$ cat src/rtl/score_loader_pkg.sv
// Shared definitions for the score loader: default widths, bank geometry and FSM state encoding.
package score_loader_pkg;

    // Default width of one square score.
    localparam int unsigned SCORE_W = 6;
    // Square index width (0..63).
    localparam int unsigned POS_W   = 6;
    // Squares per bank.
    localparam int unsigned N_SQ    = 64;
    // Fill counter width, wide enough to hold N_SQ itself.
    localparam int unsigned CNT_W   = 7;

    typedef enum logic [1:0] {
        StIdle,
        StLoad,
        StPresent
    } state_e;

endpackage

$ cat src/rtl/score_loader.sv
// Score loader: collects one score per square into a bank, then presents the complete bank
// to a downstream max-select tree until the consumer acknowledges it.
// Optional build macro SCORE_LOADER_TIMEOUT_EN adds a LOAD-state watchdog that ends the round
// after TIMEOUT_CYC cycles and sets the sticky timeout flag.
module score_loader #(
    parameter int unsigned SCORE_W     = score_loader_pkg::SCORE_W,
    parameter int unsigned N_SQ        = score_loader_pkg::N_SQ,
    parameter int unsigned TIMEOUT_CYC = 256
) (
    input  logic                                       clk,
    input  logic                                       rst_n,
    input  logic                                       start,
    input  logic                                       in_valid,
    output logic                                       in_ready,
    input  logic [SCORE_W-1:0]                         in_score,
    input  logic [score_loader_pkg::POS_W-1:0]         in_pos,
    output logic [N_SQ*SCORE_W-1:0]                    bank_scores,
    output logic [N_SQ*score_loader_pkg::POS_W-1:0]    bank_pos,
    output logic                                       bank_valid,
    input  logic                                       bank_ack,
    output logic                                       dup_err,
    output logic                                       timeout,
    output logic [score_loader_pkg::CNT_W-1:0]         fill_cnt
);
    import score_loader_pkg::*;

    // Fill count value at which the next fresh beat completes the bank.
    localparam logic [CNT_W-1:0] LAST_CNT = CNT_W'(N_SQ - 1);

    state_e                 state_q;
    logic [N_SQ-1:0]        mask_q;
    logic [SCORE_W-1:0]     scores_q [N_SQ];
    logic [CNT_W-1:0]       fill_q;
    logic                   dup_q;
    logic                   ready_q;
    logic                   valid_q;

    logic                   pos_ok;
    logic                   fire;
    logic                   fresh;
    logic                   complete;
    logic                   wdog_hit;

    // Positions beyond the bank (only possible when N_SQ < 64) are accepted and dropped.
    assign pos_ok   = (32'(in_pos) < N_SQ);
    // A start in LOAD restarts the round, so a beat in that same cycle does not transfer.
    assign fire     = ready_q && in_valid && !start && pos_ok;
    assign fresh    = fire && !mask_q[in_pos];
    assign complete = fresh && (fill_q == LAST_CNT);

    // Round control FSM with registered handshake and status outputs.
    always_ff @(posedge clk or negedge rst_n) begin
        if (!rst_n) begin
            state_q <= StIdle;
            mask_q  <= '0;
            fill_q  <= '0;
            dup_q   <= 1'b0;
            ready_q <= 1'b0;
            valid_q <= 1'b0;
        end else begin
            unique case (state_q)
                StIdle: begin
                    if (start) begin
                        state_q <= StLoad;
                        mask_q  <= '0;
                        fill_q  <= '0;
                        dup_q   <= 1'b0;
                        ready_q <= 1'b1;
                    end
                end
                StLoad: begin
                    if (start) begin
                        mask_q  <= '0;
                        fill_q  <= '0;
                        dup_q   <= 1'b0;
                    end else begin
                        if (fire) begin
                            if (mask_q[in_pos]) begin
                                dup_q <= 1'b1;
                            end else begin
                                mask_q[in_pos] <= 1'b1;
                                fill_q         <= fill_q + 1'b1;
                            end
                        end
                        if (complete || wdog_hit) begin
                            state_q <= StPresent;
                            ready_q <= 1'b0;
                            valid_q <= 1'b1;
                        end
                    end
                end
                StPresent: begin
                    if (bank_ack) begin
                        state_q <= StIdle;
                        valid_q <= 1'b0;
                    end
                end
                default: begin
                    state_q <= StIdle;
                    ready_q <= 1'b0;
                    valid_q <= 1'b0;
                end
            endcase
        end
    end

    // Score storage; no reset needed since unfilled entries are masked at the output.
    always_ff @(posedge clk) begin
        if (fresh) begin
            scores_q[in_pos] <= in_score;
        end
    end

`ifdef SCORE_LOADER_TIMEOUT_EN
    localparam int unsigned WD_W = (TIMEOUT_CYC > 1) ? $clog2(TIMEOUT_CYC) : 1;

    logic [WD_W-1:0] wdog_q;
    logic            timeout_q;

    // Last permitted LOAD cycle reached without the bank completing.
    assign wdog_hit = (state_q == StLoad) && !start && !complete &&
                      (wdog_q == WD_W'(TIMEOUT_CYC - 1));

    // Watchdog counts LOAD cycles from round start; timeout flag is sticky until next start.
    always_ff @(posedge clk or negedge rst_n) begin
        if (!rst_n) begin
            wdog_q    <= '0;
            timeout_q <= 1'b0;
        end else if (start && (state_q != StPresent)) begin
            wdog_q    <= '0;
            timeout_q <= 1'b0;
        end else if (state_q == StLoad) begin
            wdog_q <= wdog_q + 1'b1;
            if (wdog_hit) begin
                timeout_q <= 1'b1;
            end
        end
    end

    assign timeout = timeout_q;
`else
    assign wdog_hit = 1'b0;
    assign timeout  = 1'b0;
`endif

    // Bank outputs: scores masked by fill state, positions are constant indices.
    for (genvar i = 0; i < int'(N_SQ); i++) begin : g_bank
        assign bank_scores[SCORE_W*i +: SCORE_W] = mask_q[i] ? scores_q[i] : '0;
        assign bank_pos[POS_W*i +: POS_W]        = POS_W'(i);
    end

    assign in_ready   = ready_q;
    assign bank_valid = valid_q;
    assign dup_err    = dup_q;
    assign fill_cnt   = fill_q;

endmodule

$ cat config.mk
export PLATFORM = sky130hd
export DESIGN_NAME = score_loader
export DESIGN_NICKNAME = d
export VERILOG_FILES = /design/src/rtl/score_loader_pkg.sv /design/src/rtl/score_loader.sv
export SDC_FILE = /design/constraint.sdc
export NUM_CORES = 1
export LEC_CHECK = 0
export CAP_MARGIN = 5
export CORE_AREA = 2 2 310 312
export DETAILED_ROUTE_END_ITERATION = 6
export DIE_AREA = 0 0 312 314
export HOLD_SLACK_MARGIN = 0.03
export PLACE_DENSITY = 0.51
export SLEW_MARGIN = 25
export SYNTH_ARGS = -nofsm -noshare
export SYNTH_HDL_FRONTEND = slang
export SYNTH_SLANG_ARGS = --single-unit
$ cat constraint.sdc
create_clock -name clk -period 2.95 [get_ports clk]
set_clock_uncertainty 0.2 [all_clocks]
set_input_delay 0.59 -clock clk [delete_from_list [all_inputs] [get_ports clk]]
set_output_delay 0.59 -clock clk [all_outputs]
set_load 0.02 [all_outputs]
; Word-level counts from Yosys, hierarchy flattened
; Memories as Yosys holds them, arrays and structs flattened.
; Cells that the tools add are included.
[totals]
reg_bits = 76
latch_bits = 0
ram_bits = 384
mem_bits_ro = 0
in_bits = 17
memories = 1
[classes]
addsub = 1
multipliers = 0
div_mod_pow = 0
magnitude_cmp = 2
eq_ne = 10
shift = 0
muxes = 98
bitwise = 3
n_reduce_logical = 14
[memory_table]
columns = memory, words, word_bits, rd, rd_clocked_by_memory_dff, wr, line_no
row1 = scores_q, 64, 6, 64, 0, 1, score_loader.sv:32  ; logic [SCORE_W-1:0] scores_q [N_SQ];
[op_table]
columns = operator, n
row1 = $mux W6, 64
row2 = $mux W64, 4
row3 = $pmux W64 S2, 1
row4 = $or A64 B64 Y64, 1
row5 = $mux W7, 4
row6 = $reduce_and A4 Y1, 5
row7 = $mux W1, 14
row8 = $pmux W7 S2, 1
row9 = $ne A3 B3 Y1 const B, 3
row10 = $mux W2, 4
row11 = $ne A2 B2 Y1 const B, 4
row12 = $add A7 B1 Y7 const B, 1
row13 = $eq A7 B6 Y1 const B, 1
row14 = $lt A6 B7 Y1 const B, 1
row15 = $bmux W1 S6, 1
row16 = $demux W1 S6, 1
row17 = $ge A6 B1 Y1 const B, 1
row18 = $pmux W1 S3, 2
row19 = $pmux W2 S3, 1
row20 = $logic_and A1 B1 Y1, 5
row21 = $eq A2 B1 Y1 const B, 1
row22 = $eq A2 B2 Y1 const B, 1
row23 = $logic_not A1 Y1, 2
row24 = $logic_not A2 Y1, 1
row25 = 3 further kinds, 4

; Depth between registers and ports, before layout
[depth]
ltp_word = 9
mapped_depth = 12
mapped_depth_nobuf = 7

; Least setup slack after synthesis
; OpenSTA, ideal clock, no wires.
[synth_path]
kind = in2reg
startpoint = in in_pos[1] (netlist bit)
endpoint = mem scores_q[0][0] (enable)
setup_ns = 0.377
arrival_time_ns = 2.701
slack_ns = -0.327
stages = 10
path_buffers = 3
path_cell_list = buf_6 buf_6 nor2b_4 a221oi_1 o21ai_1 a211oi_2 and4_1 nand2_1 clkbuf_1 nor3_1
[synth_via]
elab_chain_cells = 6
[synth_lines]
columns = item, line_no
row1 = from (decl), score_loader.sv:16  ; input logic [score_loader_pkg::POS_W-1:0] in_pos,
row2 = $bmux W1 S6, score_loader.sv:48  ; assign fresh = fire && !mask_q[in_pos];
row3 = $mux W1 (not written as such), score_loader.sv:48
row4 = $logic_not A1 Y1, score_loader.sv:48
row5 = $logic_and A1 B1 Y1, score_loader.sv:48
row6 = $mux W1, score_loader.sv:109  ; if (fresh) begin
row7 = $mux W1 (not written as such), score_loader.sv:110  ; scores_q[in_pos] <= in_score;
row8 = to (decl), score_loader.sv:32
; Parallel ways exist; a longest one is shown, timed or not. The select of a mux whose other input is x is not followed.

; Worst setup path in the final report
[layout_path]
startpoint = reg mask_q[10]
endpoint = mem scores_q[22][1] (enable)
[layout_via]
elab_chain_cells = 6
[layout_lines]
columns = item, line_no
row1 = from (decl), score_loader.sv:31  ; logic [N_SQ-1:0] mask_q;
row2 = from (signal assigned), score_loader.sv:55  ; mask_q <= '0;
row3 = from (signal assigned), score_loader.sv:65  ; mask_q <= '0;
row4 = from (signal assigned), score_loader.sv:73  ; mask_q <= '0;
row5 = $bmux W1 S6, score_loader.sv:48
row6 = $mux W1 (not written as such), score_loader.sv:48
row7 = $logic_not A1 Y1, score_loader.sv:48
row8 = $logic_and A1 B1 Y1, score_loader.sv:48
row9 = $mux W1, score_loader.sv:109
row10 = $mux W1 (not written as such), score_loader.sv:110
; No other way between the ends. The select of a mux whose other input is x is not followed.

==> metrics.md <==
| Metric | Value |
|---|---|
| Max-Slew Margin vs Limit | `40.2%` |
| Worst Setup End Kind | `flop` |
| Die area | `~98,000 µm²` |
| Met3 usage | `~4%` |
| First-iteration detailed-routing DRC count | `642` |
| Die width | `between 300 and 400 µm` |
| Post-Route WL | `~70 mm` |
| Root Driver | `clkbuf_16` |
| Mux share of post-synthesis cell area | `1.35%` |
| Lkg Pwr | `11.1 nW` |
| Mapped Area | `21,000 µm²` |
| Status | `finished clean` |
| Total gr overflow | `0` |
| Port bufs | `410` |
| Max_cap viols | `0` |
| Unrepaired setup endpoints after global routing | `true` |
| Number of synthesized flops with an enable pin | `approximately 380` |
| Unique masters post-synth | `48` |
| Pwr Total | `about 0.014 W` |
| Clk buf depth | `3` |
| Detailed Routing Iterations Pass 1 | `5` |
| PwrDens | `488 nW/µm²` |
| Placed inst area | `about 27,000 µm²` |
| Setup slack at placement | `-0.496 ns` |
| Area Growth Syn to Fin | `37.7%` |
| DR WL/cell | `roughly 20 µm` |
| Global placement routability congestion | `just over 0.8` |
| Num CTS Buffers | `50` |
| Clock transition at path regs | `roughly 0.060 ns` |
| Starting density of the core | `about 22%` |
| Post-route ant nets | `0` |
| Final setup viols | `0` |
| IO Pins | `a little under 800` |
| Post-Synth Simple-Gate Area | `16.3%` |
| Worst r2r dst | `scores_q[22][1]` |
| TritonCTS Sinks | `460` |
| Fraction of registers with async set/reset | `between 10% and 20%` |
| Max FO, Critical Path | `12` |
| Post-synthesis compound-gate area fraction | `around 3.3%` |
| Post-layout instance area | `28,900 µm²` |
| Row cnt | `~110` |
| Die Span Y | `roughly 310 µm` |
| Final hold violations | `0` |
| Synth area leaders | `edfxtp_1, buf_4, and2_1` |
| Worst path required time | `3.00 ns` |
| Top FF cell, synth | `edfxtp_1` |
| Worst setup endpoint | `scores_q[22][1]` |
| Fmax | `349 MHz` |
| Hold crit path type | `reg -> reg` |
| Pin count of the biggest net entering global routing | `77` |
| Depth of the most critical reg-to-reg path | `9` |
| Most area-hungry cell type in the Yosys netlist | `edfxtp_1` |
| Period utilisation layout | `97.2%` |
| Share of layout cells above drive strength 1 | `roughly 15%` |
| Largest family of logic cells by synthesized area | `simple AND/OR/NAND/NOR gates` |
| Via count | `~13,000` |
| Minimum clock period | `between 2 and 3 ns` |
| Post-route setup slack | `0.0839 ns` |
| Yosys warning count | `0` |
| Worst IR drop on VDD | `approximately 0.00034 V` |
| GRT met2 Usage | `about a quarter` |
| DRC errors left | `0` |
| Layout filler cell count | `roughly 9,500` |
| Yosys top cell area share | `55.0%` |
| Syn avg cell area | `approximately 13 µm²` |
| H-Tree Depth | `2` |
| Mapped Cells | `roughly 1,600` |
| Synth Area in Adders | `less than 1%` |
| Core Box Area | `roughly 94,000 µm²` |
| Storage element area | `13,400 µm²` |
| TNS Setup | `0 ns` |
| Flop-to-flop setup slack | `0.08 ns` |
| Placed Cells | `3,434` |
| Detailed Place HPWL | `approximately 53 mm` |
| Drt via density | `3.77` |
| Met1 usage | `15.6%` |
| Post-route insts no fill | `3,530` |
| Least-Margin Pin Slew | `~0.9 ns` |
| Register area share after synthesis | `64.1%` |
| CTS tree | `yes` |
| Worst skew pair latency | `0.61 ns` |
| Setup crit start kind | `flop` |
| Number of global-route vias before repair | `~13,000` |
| Antenna violations before repair | `6` |
| GR peak layer | `met2` |
| Crit path from | `mask_q[10]` |
| XOR/XNOR share of the synthesized area | `0%` |
| Global-route wire length before repair | `slightly below 100 mm` |
| Area of the multi-input gates | `between 6000 and 7000 µm²` |
| Critical R2R Launch | `mask_q[10]` |
| Nets | `roughly 2,200` |
| Most frequent cells in the layout | `clkdlybuf4s50_1, and2_1, conb_1, edfxtp_1, buf_4` |
| Slew Viols, Final | `0` |
| Commonest non-fill, non-tap cell in the layout | `clkdlybuf4s50_1` |
| Kind of critical path | `reg -> reg` |
| Synthesis-stage register bit count | `460` |
| Worst EP arrival | `between 2 and 3 ns` |
| All-Layer GR Usage | `approximately 14%` |
[stage by stage]
step	utilization [%]	hold slack, ns
finish	30.6	0.315
floorplan	-	0.0944
global route	30.6	0.324
detailed placement	28.8	0.309
global placement	28.8	0.313
CTS	30.5	0.290
[what timing repair did]
item | 4_1_cts | 5_1_grt
hold buffers | 1 | 0
resized for setup | 6 | 3
pin swaps | 1 | 3
endpoints found under the setup margin | 33 | 232
buffers inserted | 0 | 4
hold endpoints to repair | 64 | 0
cloned | 0 | 1
[worst max-delay path, cell delays in order, from the launching register on]
cell      delay, ns
dfrtp_1        0.40
mux4_2         0.46
mux2i_1        0.17
nor2_1         0.09
a211oi_2       0.18
and4_1         0.24
buf_4          0.15
nand2_4        0.08
buf_12         0.17
nor3_4         0.33
[cell families (layout without fill, tap and decap cells)]
logic type                 Yosys count  after routing
DFF                                460            460
adders and majority gates            1              1
other                                2            386
muxes                               20             20
AOI/OAI and AO/OA                  105            105
and+or+nand+nor                    608            608
buffers and inverters              430            685
[Yosys cell counts, types with 2 or more instances]
master and count:
o41ai_1 2, nor3b_1 2, o32ai_1 2, dfrtp_1 76, mux2i_1 11, edfxtp_1 384
inv_1 5, conb_1 2, or4_1 4, o31ai_1 37, o21ai_1 9, a21oi_1 11
clkbuf_1 23, and2_1 385, nand3b_1 2, o22a_1 2, nand2_1 99, a221oi_1 4
nor2b_1 2, or3_1 2, and3_1 3, nor2_1 26, nand2b_1 7, or2_2 2
a41o_1 3, o21ai_0 25, nand3_1 8, a31oi_1 4, nor3_1 62, buf_2 11
buf_4 386, mux4_2 6, buf_6 4
[registers in the layout, summed over array words and instances, names as in the netlist]
signal,count
scores_q,384
bank_valid,1
mask_q,64
in_ready,1
dup_err,1
fill_cnt,7
state_q,2
[how the worst min path moves through the flow]
stage	endpoint	from	slack (ns)	cells past startpoint
2_1_floorplan	bank_valid	rst_n	0.09	0
3_5_place_dp	bank_valid	bank_valid	0.31	2
3_3_place_gp	dup_err	dup_err	0.31	2
6_report	bank_valid	bank_valid	0.31	2
5_1_grt	scores_q[62][4]	in_score[4]	0.32	1
4_1_cts	scores_q[15][4]	in_score[4]	0.29	1
[metal layers]
metal,vias to the layer above,routed length (µm)
met1,6644,27000
met5,-,21
met3,86,5240
met4,4,1840
li1,6058,-
met2,528,36900
[final cells by class]
type | instances | area share (%)
Sequential cell | 460 | 46.5
Multi-Input combinational cell | 1119 | 22.7
Timing Repair Buffer | 590 | 19.7
Tap cell | 1265 | 5.48
Clock buffer | 64 | 4.59
Clock inverter | 25 | 0.841
Inverter | 6 | 0.0780
Antenna cell | 1 | 0.00867
[report_power, final]
| part | leakage (nW) | switching (W) | total (W) | internal [W] |
|---|---|---|---|---|
| sequential | 4.51 | 0.000000000000288 | 0.00704 | 0.00704 |
| combinational | 5.80 | 0.000834 | 0.000983 | 0.000148 |
| clock | 0.762 | 0.00255 | 0.00606 | 0.00351 |
| total | 11.1 | 0.00338 | 0.0141 | 0.0107 |
No activity file was read; power rests on OpenSTA's default activity.
==> edit 1: new RTL, same flow settings <==
Change the package constant `SCORE_W` from 6 to 5.
--- a/src/rtl/score_loader_pkg.sv
+++ b/src/rtl/score_loader_pkg.sv
@@ -4,3 +4,3 @@
     // Default width of one square score.
-    localparam int unsigned SCORE_W = 6;
+    localparam int unsigned SCORE_W = 5;
     // Square index width (0..63).
Interface: changed (resized bank_scores and in_score); port bits go from 796 to 731. The function was not compared with the original's and may differ.
==> edit 1 against the original RTL <==
The flow now finishes with violations (setup timing). Sequential cell count is 64 lower. Wire length is 11% lower. Sequential power is 14% lower. Final cell count is 3.7% lower. Synthesized area is 11% lower. Design area is 8.8% lower. Worst setup slack worse by 270 ps. Power is 9.2% lower. Largest power group unchanged.
==> edit 1: results (changes against the original RTL) <==
[worst_setup_path]
worst_path_dominant_cell_family=compound AO/OA/AOI/OAI gates
worstPathArrival_ps=3280  ; +360 ps
path_max_fanout=5  ; -7
slowest_delay_ps=510  ; +50 ps

[global_routing]
grtUsageMet1_pct=14.8  ; -0.83 points
grt_pass1_wl_mm=86.7  ; -11%
grt_pass1_vias=11800  ; -12%
antenna_found_initial=3  ; -3
met2_usage_pct=21.1  ; -3.8 points
grt_max_degree=81  ; +5.2%

[synth]
syn_avg_cell_area_um2=12.4  ; -4.2%
synthTopCellsByArea=edfxtp_1 (51%), buf_4 (16%), and2_1 (11%)
synth-compound-area-share_pct=3.55  ; +0.22 points
muxShareOfSynthArea_pct=1.27  ; -0.075 points
async_flop_share_pct=19.2  ; +2.7 points
synth_edf_count=320  ; -17%
yosysUniqueCellTypes=54  ; +13%
synthTopCellsByCount=buf_4 (386), and2_1 (323), edfxtp_1 (320)

[timing]
timing.final.ws_setup_ps=-190  ; -274 ps
setup_viol=237  ; +237
setup_tns_ps=-22310  ; -22,310 ps
relSlewSlack_pct=37.0  ; -3.2 points

[run_status]
violations=setup timing
status=complete, but fails checks

[routing]
dr.pass1.iters=4  ; -1
viasPerCell=3.54  ; -6.1%
drt-initial-drc-count=508  ; -21%

[power_and_ir_drop]
leakage_nw=10.0  ; -9.6%
vdd_drop_max_mv=0.419  ; +22%
finalPower_mw=12.8  ; -9.2%

[placed_design]
place_inst=3307  ; -3.7%
port_buffers=345  ; -16%
hpwlAfterDp_mm=46.5  ; -12%
place_congestion=0.828  ; +2.6%
placed_cell_area_um2=23900  ; -12%

[cells_and_area]
finalNonFillerCells=3400  ; -3.7%
nets=2110  ; -6.0%
largest_reg_flops=320  ; -17%
drive_gt1_share_pct=19.1  ; +4.0 points

[clock_network]
worstSkewPairLatency_ps=630  ; +20 ps
numCtsBuffers=49  ; -2.0%
root_buffer=clkbuf_16

[hold_path]
hold_path_class=input port to flip-flop

## edit 1: worst paths after layout
| check | startpoint | to | slack [ps] | depth (start not counted) |
|---|---|---|---|---|
| min | in_score[3] | scores_q[11][3] | 220 | 1 |
| min reg2reg | dup_err | dup_err | 290 | 1 |
| max in group asynchronous | rst_n | mask_q[31] | 1420 | 3 |
| max reg2reg | mask_q[31] | scores_q[26][0] | -190 | 9 |
| min in group asynchronous | rst_n | mask_q[23] | 440 | 2 |
| max | mask_q[31] | scores_q[26][0] | -190 | 9 |
## edit 1: layout make-up
cell class,instances,area (um^2)
multi-input combinational,1076,6070
fill,9844,68100
sequential,396,11500
antenna,2,5.00
clock buffer,55,1250
clock inverter,36,318
inverter,6,22.5
timing repair buffer,564,5560
tap,1265,1580
## edit 1: worst register-to-register path, stage by stage (launching register included)
cell	delay, ps
dfrtp_1	420
mux4_2	510
o221ai_2	180
o221ai_2	150
a2111oi_4	450
buf_4	220
nand4_1	180
buf_12	220
nor2_2	160
buf_6	160
## edit 1: cells by family after synthesis
| family | after synthesis |
|---|---|
| buffers and inverters | 421 |
| AO/OA/AOI/OAI | 103 |
| other | 2 |
| multiplexers | 20 |
| adder cells (fa/ha/maj) | 1 |
| flip-flops | 396 |
| AND/OR/NAND/NOR | 567 |
## edit 1: routing by layer
| metal | routed length, um | vias to the layer above | part of all wire [%] |
|---|---|---|---|
| met5 | 27 | - | 0.043 |
| met4 | 1410 | 4 | 2.2 |
| met3 | 5140 | 80 | 8.1 |
| met2 | 31300 | 464 | 49 |
| met1 | 25500 | 5942 | 40 |
| li1 | - | 5556 | - |
## edit 1: through the flow
| step | setup WS (ps) | hold WS [ps] | utilization [%] |
|---|---|---|---|
| global route | -289 | 195 | 27.9 |
| global placement | -1030 | 274 | 25.3 |
| detailed placement | -1030 | 285 | 25.3 |
| CTS | -168 | 177 | 27.6 |
| finish | -190 | 224 | 27.9 |
| floorplan | -480 | 94.4 | - |
## edit 1: timing repair
action	4_1_cts	5_1_grt
hold buffers	1	0
hold endpoints to repair	54	0
setup endpoints to repair	327	358
gates cloned	0	0
buffers inserted	13	1
pin swaps	35	42
gates resized for setup	139	109
## edit 1: power by group through the flow
| stage | clock [mW] | combinational (mW) | sequential (mW) |
|---|---|---|---|
| 6_report | 5.86 | 0.880 | 6.04 |
| 5_1_grt | 6.33 | 0.941 | 6.04 |
| 4_1_cts | 6.13 | 0.864 | 6.04 |
| 3_5_place_dp | 0 | 0.825 | 6.16 |
| 3_3_place_gp | 0 | 0.826 | 6.16 |
| 2_1_floorplan | 0 | 0.921 | 6.16 |
==> edit 2: new RTL, same flow settings <==
Without the edit above. Register the output `fill_cnt` once more, with the module's reset; this adds one clock of latency there. The other outputs are not delayed to match.
--- a/src/rtl/score_loader.sv
+++ b/src/rtl/score_loader.sv
@@ -154,3 +154,9 @@
     assign dup_err    = dup_q;
-    assign fill_cnt   = fill_q;
+    always_ff @(posedge clk or negedge rst_n) begin
+        if (!rst_n) begin
+            fill_cnt <= '0;
+        end else begin
+            fill_cnt <= fill_q;
+        end
+    end
 
Behaviour: not the same (a bounded check fails within 4 cycles, from zero or initial values and one cycle with rst_n low).
==> edit 2 against the original RTL <==
Wire length is 4.1% higher. Utilization is 0.30 points higher. Synthesized area is 1.2% higher. Design area is 0.98% higher. Power is 7.2% higher. Worst setup slack worse by 36 ps. Combinational power is 12% higher. Via count is 1.4% higher. Sequential cell count is 7 higher. Largest cell class unchanged.
==> edit 2: results (changes against the original RTL) <==
[run_status]
status=finished clean

[global_routing]
antenna_found_initial=12  ; +6
grt_pass1_wl_mm=100  ; +2.4%
grt_pass1_vias=13400  ; +0.55%
track_usage_pct=14.3  ; +0.53 points
grt_max_degree=67  ; -13%

[power_and_ir_drop]
leakage_nw=11.2  ; +0.90%
vdd_drop_max_mv=0.408  ; +19%

[synth]
synth-compound-area-share_pct=3.11  ; -0.22 points
syn_avg_cell_area_um2=12.9  ; -0.30%
muxShareOfSynthArea_pct=0.996  ; -0.35 points
synthTopCellsByCount=and2_1 (385), buf_4 (385), edfxtp_1 (384)
synthTopCellsByArea=edfxtp_1 (54%), buf_4 (14%), and2_1 (11%)
synthAdderAreaFrac_pct=0.0589  ; -0.00072 points
yosysSeqAreaShare_pct=64.1  ; about the same
yosysUniqueCellTypes=55  ; +15%
synth_edf_count=384  ; unchanged
synth_xor_area_share_pct=0  ; unchanged
async_flop_share_pct=17.8  ; +1.3 points
ys_warn_count=0  ; unchanged
synth_ff_type=edfxtp_1

[cells_and_area]
fillers=9589  ; +0.58%
top_regs=scores_q x384, mask_q x64
drive_gt1_share_pct=16.0  ; +0.91 points
nets=2266  ; +0.94%

[routing]
remaining_drc_errors=0  ; unchanged
drt-initial-drc-count=710  ; +11%
viasPerCell=3.80  ; +0.63%
via_count=13500  ; +1.4%
wire_per_inst_um=20.8  ; +3.3%
dr.pass1.iters=7  ; +2

[timing]
relSlewSlack_pct=48.2  ; +8.0 points

[hold_path]
hold_path_end=scores_q[19][4]
hold_depth=1  ; -1
hold_path_class=input port to flip-flop
min_from=in_score[4]

[worst_setup_path]
timing.rr.end=scores_q[50][4]
reg2reg_slack_ps=60  ; -20 ps
r2r_cells=7  ; -2
rr_startpoint=mask_q[7]
worstPathArrival_ps=2940  ; +20 ps
path_max_fanout=19  ; +7

[clock_network]
cts_buffer_depth=3  ; unchanged
numCtsBuffers=53  ; +6.0%
htree_num_levels=2  ; unchanged
worstSkewPairLatency_ps=620
root_buffer=clkbuf_16

[placed_design]
place_inst=3450  ; +0.47%
pre_cts_ws_ps=-762  ; -267 ps
place_congestion=0.841  ; +4.2%
placed_cell_area_um2=27200  ; about the same
hpwlAfterDp_mm=55.1  ; +4.9%

[edit 2: changes by cell type after synthesis, moves of 7 or more]
cell / before / now
dfrtp_1: 76 / 83
nand2_1: 99 / 83
nand3b_1: 2 / 10
nor3_1: 62 / 54
o21ai_0: 25 / 68
o21ai_2: 0 / 7
o31ai_1: 37 / 0
[edit 2: metal layers]
metal | track usage, % | part of all wire, % | vias to the layer above
met3 | 4.13 | 7.3 | 97
li1 | - | - | 6089
met5 | 0 | 0.10 | -
met2 | 26.1 | 53 | 529
met4 | 3.28 | 1.9 | 12
met1 | 16.4 | 38 | 6779
[edit 2: through the flow]
step / util, % / hold WS [ps]
after floorplan: - / 94.4
after global placement: 28.8 / 199
after detailed placement: 28.8 / 210
after CTS: 30.7 / 148
after global routing: 30.9 / 161
final: 30.9 / 162
[edit 2: report_power, final]
part           total, mW  switching (mW)  internal [mW]  leakage, nW
clock network       6.83            2.87           3.95        0.858
registers           7.17          0.0114           7.16         4.60
logic               1.10           0.901          0.200         5.72
[edit 2: timing repair]
item	4_1_cts	5_1_grt
endpoints found under the setup margin	13	115
buffers inserted	0	6
endpoints found under the hold margin	54	0
hold buffers	2	0
gates cloned	0	0
pin swaps	0	6
resized for setup	4	12
[edit 2: how the worst max path moves through the flow]
stage / from / endpoint / slack (ps) / cells past startpoint
finish: in_pos[2] / scores_q[50][4] / 50 / 9
global route: mask_q[7] / scores_q[51][4] / -30 / 7
CTS: mask_q[33] / bank_scores[201] / 4 / 3
detailed placement: in_pos[2] / scores_q[41][5] / -760 / 11
global placement: in_pos[1] / scores_q[41][3] / -680 / 10
floorplan: in_pos[4] / scores_q[39][0] / -110 / 10
[edit 2: cell families after synthesis]
logic type | Yosys count
flops | 467
compound gates | 108
simple gates | 625
other cells | 2
buf+inv | 431
fa+ha+maj | 1
mux | 17
[edit 2: critical path: stages]
cell,delay [ps]
buf_2,190
buf_4,270
or3b_2,160
a21oi_1,70
o41ai_2,410
and4_4,310
nand4_4,160
buf_4,270
nor3_2,490
[edit 2: layout make-up]
| class | count | area, um^2 | share of cell area [%] |
|---|---|---|---|
| multi-input cells | 1136 | 6500 | 22.3 |
| repair buffers | 588 | 5650 | 19.4 |
| clock buffers | 60 | 1350 | 4.64 |
| well taps | 1265 | 1580 | 5.43 |
| diodes | 1 | 2.50 | 0.00858 |
| flip-flops and latches | 467 | 13600 | 46.7 |
| inverters | 2 | 7.51 | 0.0258 |
| clock inverters | 38 | 442 | 1.52 |
